<file path="config.mk">
export PLATFORM = sky130hd
export DESIGN_NAME = dcache_ctrl
export DESIGN_NICKNAME = d
export VERILOG_FILES = /design/src/rtl/dcache_pkg.sv /design/src/rtl/dcache_store_align.sv /design/src/rtl/dcache_ctrl.sv
export SDC_FILE = /design/constraint.sdc
export NUM_CORES = 2
export LEC_CHECK = 0
export ABC_CLOCK_PERIOD_IN_PS = 13800
export BUFFER_PORTS_ARGS = -buffer_cell sky130_fd_sc_hd__buf_2
export CORE_MARGIN = 3
export CORE_UTILIZATION = 55
export CTS_CLUSTER_SIZE = 14
export DETAILED_ROUTE_END_ITERATION = 10
export PLACE_DENSITY = 0.71
export SYNTH_ARGS = -nofsm -noshare
export SYNTH_HDL_FRONTEND = slang
export SYNTH_SLANG_ARGS = --single-unit
</file>
<file path="constraint.sdc">
create_clock -name clock -period 13.8 [get_ports clock]
set_input_delay 1.38 -clock clock [delete_from_list [all_inputs] [get_ports clock]]
set_output_delay 1.38 -clock clock [all_outputs]
set_load 0.01 [all_outputs]
</file>
<file path="src/rtl/dcache_pkg.sv">
// rtl/dcache_pkg.sv - size encodings, FSM states and byte-strobe helper for dcache_ctrl
package dcache_pkg;

  localparam logic [1:0] WS_BYTE = 2'b00;
  localparam logic [1:0] WS_HALF = 2'b01;
  localparam logic [1:0] WS_WORD = 2'b10;

  typedef enum logic [2:0] {IDLE, LOOKUP, MEM_RD, MEM_WR, RESP} dcache_state_t;

  // Misaligned half/word accesses are aligned down, so only addr[1] matters for halves.
  function automatic logic [3:0] ws_to_wstrb(input logic [1:0] ws, input logic [1:0] addr_lo);
    logic [3:0] strb;
    case (ws)
      WS_BYTE: strb = 4'b0001 << addr_lo;
      WS_HALF: strb = addr_lo[1] ? 4'b1100 : 4'b0011;
      WS_WORD: strb = 4'b1111;
      default: strb = 4'b1111;
    endcase
    return strb;
  endfunction

endpackage

</file>
<file path="src/rtl/dcache_store_align.sv">
// rtl/dcache_store_align.sv - store strobes and lane-replicated data from size and address
module dcache_store_align
  import dcache_pkg::*;
(
  input  logic [1:0]  ws,
  input  logic [1:0]  addr_lo,
  input  logic [31:0] wdata,
  output logic [3:0]  wstrb,
  output logic [31:0] lane_data
);

  always_comb begin
    wstrb = ws_to_wstrb(ws, addr_lo);
    case (ws)
      WS_BYTE: lane_data = {4{wdata[7:0]}};
      WS_HALF: lane_data = {2{wdata[15:0]}};
      default: lane_data = wdata;
    endcase
  end

endmodule

</file>
<file path="src/rtl/dcache_ctrl.sv">
// rtl/dcache_ctrl.sv - direct-mapped write-through no-allocate data cache controller
// Define DCACHE_STATS_EN to add load hit/miss counters (stat_hits, stat_misses).
module dcache_ctrl
  import dcache_pkg::*;
#(
  parameter int NLINES = 64
) (
  input  logic        clock,
  input  logic        reset,
  input  logic [31:0] dcache_addr,
  input  logic [31:0] dcache_wdata,
  input  logic [1:0]  dcache_ws,
  input  logic        dcache_req,
  input  logic        dcache_wr,
  output logic [31:0] dcache_rdata,
  output logic        dcache_rdy,
  output logic [31:0] mem_addr,
  output logic [31:0] mem_wdata,
  output logic [3:0]  mem_wstrb,
  output logic        mem_req,
  output logic        mem_wr,
  input  logic [31:0] mem_rdata,
  input  logic        mem_rdy
`ifdef DCACHE_STATS_EN
  ,
  output logic [31:0] stat_hits,
  output logic [31:0] stat_misses
`endif
);

  localparam int IDXW = $clog2(NLINES);
  localparam int TAGW = 30 - IDXW;

  dcache_state_t   state;
  logic [31:0]     req_addr;
  logic [31:0]     req_wdata;
  logic [1:0]      req_ws;
  logic            req_wr;
  logic [NLINES-1:0] valid;
  logic [TAGW-1:0] tag_mem [NLINES];
  logic [31:0]     data_mem [NLINES];
  logic [IDXW-1:0] idx;
  logic [TAGW-1:0] tag;
  logic            hit;
  logic [3:0]      st_strb;
  logic [31:0]     st_data;
  logic [31:0]     merged;

  assign idx = req_addr[IDXW+1:2];
  assign tag = req_addr[31:IDXW+2];
  assign hit = valid[idx] && (tag_mem[idx] == tag);

  dcache_store_align u_align (
    .ws        (req_ws),
    .addr_lo   (req_addr[1:0]),
    .wdata     (req_wdata),
    .wstrb     (st_strb),
    .lane_data (st_data)
  );

  always_comb begin
    merged = data_mem[idx];
    for (int i = 0; i < 4; i++) begin
      if (st_strb[i]) merged[i*8 +: 8] = st_data[i*8 +: 8];
    end
  end

  // Tag/data arrays carry no reset; the valid bits alone gate hits.
  always_ff @(posedge clock) begin
    if (state == LOOKUP && req_wr && hit) begin
      data_mem[idx] <= merged;
    end else if (state == MEM_RD && mem_rdy) begin
      data_mem[idx] <= mem_rdata;
      tag_mem[idx]  <= tag;
    end
  end

  always_ff @(posedge clock or posedge reset) begin
    if (reset) begin
      state        <= IDLE;
      valid        <= '0;
      req_addr     <= '0;
      req_wdata    <= '0;
      req_ws       <= '0;
      req_wr       <= 1'b0;
      dcache_rdy   <= 1'b0;
      dcache_rdata <= '0;
      mem_req      <= 1'b0;
      mem_wr       <= 1'b0;
      mem_addr     <= '0;
      mem_wdata    <= '0;
      mem_wstrb    <= '0;
    end else begin
      dcache_rdy <= 1'b0;
      case (state)
        IDLE: begin
          if (dcache_req) begin
            req_addr  <= dcache_addr;
            req_wdata <= dcache_wdata;
            req_ws    <= dcache_ws;
            req_wr    <= dcache_wr;
            state     <= LOOKUP;
          end
        end
        LOOKUP: begin
          if (!req_wr && hit) begin
            dcache_rdata <= data_mem[idx];
            dcache_rdy   <= 1'b1;
            state        <= RESP;
          end else begin
            mem_req   <= 1'b1;
            mem_wr    <= req_wr;
            mem_addr  <= {req_addr[31:2], 2'b00};
            mem_wstrb <= req_wr ? st_strb : 4'b0000;
            mem_wdata <= req_wr ? st_data : 32'h0;
            state     <= req_wr ? MEM_WR : MEM_RD;
          end
        end
        MEM_RD: begin
          if (mem_rdy) begin
            mem_req      <= 1'b0;
            valid[idx]   <= 1'b1;
            dcache_rdata <= mem_rdata;
            dcache_rdy   <= 1'b1;
            state        <= RESP;
          end
        end
        MEM_WR: begin
          if (mem_rdy) begin
            mem_req      <= 1'b0;
            mem_wr       <= 1'b0;
            dcache_rdata <= '0;
            dcache_rdy   <= 1'b1;
            state        <= RESP;
          end
        end
        RESP:    state <= IDLE;
        default: state <= IDLE;
      endcase
    end
  end

`ifdef DCACHE_STATS_EN
  always_ff @(posedge clock or posedge reset) begin
    if (reset) begin
      stat_hits   <= '0;
      stat_misses <= '0;
    end else if (state == LOOKUP && !req_wr) begin
      if (hit) stat_hits <= stat_hits + 32'd1;
      else     stat_misses <= stat_misses + 32'd1;
    end
  end
`endif

endmodule

</file>
==> impl_metrics.csv <==
group,metric,value,unit
cells_and_area,syn2layout_area_growth,12.97,%
yosys,synth_top_area_share,0.7365,
yosys,synth.most_common_cell,"edfxtp_1",
pwr,ir_worst_vdd,0.0003673,V
setup_path,cp-start-kind,"flip-flop",
yosys,synth_enable_flop_cells,3584,
clock_network,htreeDepth,5,
timing,hold_viol,0,
placement,place_ws,5.182,ns
pwr,share_comb_of_total_power,0.361,
setup_path,slowest_delay,0.92,ns
pwr,clockPowerShare,0.239,
yosys,avgSynthCellArea,18.14,sq um
setup_path,crit_cells,14,
pwr,p_per_area,253.8,nW/um^2
setup_path,cpLargestDelayFamily,"simple AND/OR/NAND/NOR gates",
cells_and_area,multi_input_area,31340,sq um
floorplanning,coreArea,263500,sq um
run,maxCapViolations,2,
yosys,async_flop_share,0.06153,
clock_network,cts_hold_buf,0,
setup_path,rr_worst_depth,14,
clock_network,cts_root_buffer,"clkbuf_16",
pwr,internal_power,25.66,mW
timing,maxSlewHeadroom,-0.1312,
route,drt_iter0_drc,16518,
setup_path,regToRegSetupSlack,4.86,ns
floorplanning,die_h,521.5,um
pwr,power_leakage,53.52,nW
setup_path,path_cells,"buf_4 > buf_4 > mux2i_1 > o22ai_1 > nor4_1 > nor2_1 > nor4_1 > o22ai_1 > nor4_1 > nand4_2 > o32a_2 > buf_4 > nor3_2 > buf_4",
setup_path,worstSetupEndpointType,"flip-flop",
yosys,synth-seq-cells,3819,
pwr,p_seq_frac,0.400,
setup_path,cpMostUsedCell,"buf_4",
global_routing,grt_max_degree,136,
route,ant_nets,0,
global_routing,grt_pass1_vias,84455,
timing,tns,0,ns
floorplanning,num_rows,188,
yosys,synth.cells.most_frequent,"3584 x edfxtp_1, 545 x mux2i_1, 474 x a22oi_1, 363 x a221oi_1",
timing,report.final.slew_viol_count,6,
run_status,failed_checks,"capacitance limit, slew limit",
timing,fin_crit_sh,0.6477,
clock_network,cts_resized,0,
setup_path,cp.required,14.37,ns
cells_and_area,fillerInstances,17996,
global_routing,antenna_found_initial,43,
setup_path,cp_slowest_cell,"dfrtp_4",
setup_path,critPathCapture,"data_mem[19][8]$_DFFE_PP_",
clock_network,path_clk_slew,0.06,ns
yosys,ys_seq_area_frac,0.7767,
floorplanning,die_area,271900,sq um
cells_and_area,final-seq-area,113600,sq um
timing,period_needed,8.938,ns
route,drc,0,
pwr,p_sw,16.24,mW
placement,port_buffers,203,
yosys,syn_inst,8054,
timing,setup_viol,0,
timing,worstMarginPinSlew,1.685,ns
route,firstDrtPassIters,9,
floorplanning,io_pins,206,
timing,fin_ws,4.862,ns
yosys,synth_area,146100,sq um
setup_path,critPathBufInv,4,
clock_network,cts_post_setup_buffers_inserted,0,
floorplanning,start_util,0.5547,
pwr,swShare,0.3875,
cells_and_area,num-nets-final,8535,
yosys,synth_top_cell_by_area,"edfxtp_1",
timing,rsz0062_at_grt,"no",
route,vias,88088,
route,wl,484.3,mm
yosys,yosys-top-cells-area,"edfxtp_1 74%, dfrtp_1 4.0%, mux2i_1 3.7%",
timing,max_freq,111.9,MHz
setup_path,path_class,"flip-flop to flip-flop",
setup_path,crit_start,"req_addr[4]$_DFFE_PP0P_",
placement,hpwl,273.2,mm
cells_and_area,finalNonFillerCells,12266,
clock_network,clk_latency,0.93,ns
min_path,hp-class,"flip-flop to flip-flop",
setup_path,critPathArrivalTime,9.50,ns
cells_and_area,utilization,0.6266,
yosys,yosysWarnings,0,
cells_and_area,layout-drive-gt1-share,0.2108,
setup_path,timing.rr.start,"req_addr[4]$_DFFE_PP0P_",
route,drt-wirelength-per-cell,39.49,um
timing,finalClockSkew,0.07716,ns
yosys,synth.distinct_cells,90,
setup_path,r2r_end,"data_mem[19][8]$_DFFE_PP_",
global_routing,overflow,0,
clock_network,clock_path_buffers,4,
global_routing,track_usage,0.3509,
clock_network,cts_tree,"yes",
yosys,synthFlopType,"edfxtp_1",
clock_network,numCtsBuffers,369,
clock_network,cts_sinks,3819,
run_status,status,"complete, but fails checks",
route,viasPerCell,7.181,
global_routing,grt_pass1_wl,667.5,mm
placement,placed_cells,11576,
setup_path,critPathMaxFanout,52,
placement,routabilityCongestion,0.9452,
floorplanning,fp.dieW,521.5,um
-- layout by cell type, fill, tap and decap left out, types with 67 or more instances in the layout --
master and count:
nor2_4 71, nor2_1 191, o21ai_0 117, edfxtp_1 3584, mux2i_1 545, mux4_2 192, a221oi_1 363, a22o_1 114
mux2_2 257, a21oi_1 274, buf_4 337, nand3_1 93, a22oi_1 474, nor3_2 67, o22ai_1 104, clkbuf_1 84
nand2_1 177, buf_2 203, a31oi_1 74, dfrtp_1 205, or2_2 68, clkbuf_16 377
-- worst register-to-register path: cells and delay by family, from the launching register on --
family / cells / cell delay [ns]
buffers and inverters: 4 / 2.61
AND/OR/NAND/NOR: 6 / 3.62
multiplexers: 1 / 0.32
flip-flops: 1 / 0.92
AO/OA/AOI/OAI: 3 / 1.14
-- metrics by stage --
| stage | hold WS (ns) | total power, mW | area (sq um) |
|---|---|---|---|
| after floorplan | 0.4334 | 24.48 | 146100 |
| after global placement | 0.4457 | 31.04 | 153200 |
| final | 0.4662 | 41.90 | 165100 |
| after global routing | 0.4782 | 42.47 | 165100 |
| after CTS | 0.4653 | 41.21 | 165000 |
| after detailed placement | 0.4482 | 31.38 | 153200 |
-- layout make-up --
| cell class | count | area share |
|---|---|---|
| flip-flops and latches | 3819 | 0.6878 |
| multi-input cells | 3659 | 0.1898 |
| clock buffers | 486 | 0.06114 |
| well taps | 3515 | 0.02664 |
| repair buffers | 551 | 0.02281 |
| clock inverters | 178 | 0.01053 |
| inverters | 32 | 0.0008261 |
| diodes | 26 | 0.0003941 |
-- logic make-up after synthesis --
kind of cell,count (synthesis),synth area share
flip-flops,3819,0.7767
AO/OA/AOI/OAI,1760,0.08767
multiplexers,997,0.08695
AND/OR/NAND/NOR,881,0.02943
buffers and inverters,577,0.01809
XOR/XNOR,19,0.001139
other,1,0.00002566
-- registers in the layout, summed over array words and instances (netlist names), 2 cells and up --
register      count
data_mem       2048
req_ws            2
mem_addr         30
req_wdata        32
tag_mem        1536
req_addr         32
mem_wstrb         4
state             3
valid            64
mem_wdata        32
dcache_rdata     32
-- worst min path at each step --
stage / startpoint / endpoint / slack, ns / cells after the start
4_1_cts: valid[42]$_DFFE_PP0P_ / valid[42]$_DFFE_PP0P_ / 0.47 / 1
2_1_floorplan: valid[26]$_DFFE_PP0P_ / valid[26]$_DFFE_PP0P_ / 0.43 / 1
6_report: valid[56]$_DFFE_PP0P_ / valid[56]$_DFFE_PP0P_ / 0.47 / 1
3_3_place_gp: valid[20]$_DFFE_PP0P_ / valid[20]$_DFFE_PP0P_ / 0.45 / 1
5_1_grt: valid[7]$_DFFE_PP0P_ / valid[7]$_DFFE_PP0P_ / 0.48 / 1
3_5_place_dp: valid[17]$_DFFE_PP0P_ / valid[17]$_DFFE_PP0P_ / 0.45 / 1
-- power groups by stage --
stage / logic [mW] / clock network (mW) / registers [mW]
finish: 15.1 / 10.0 / 16.8
global route: 15.2 / 10.5 / 16.8
CTS: 14.5 / 10.0 / 16.7
detailed placement: 14.4 / 0 / 17.0
global placement: 14.1 / 0 / 16.9
floorplan: 7.07 / 0 / 17.4
-- routing by layer --
metal  vias to the layer above  routed length, um  GRT usage
met2                      8031             215800     0.5220
met4                        16              39820     0.2294
li1                      33885                  -          -
met3                      1673              71210     0.1052
met5                         -                218   0.002984
met1                     44483             157300     0.4514
No activity file was read; power rests on OpenSTA's default activity.
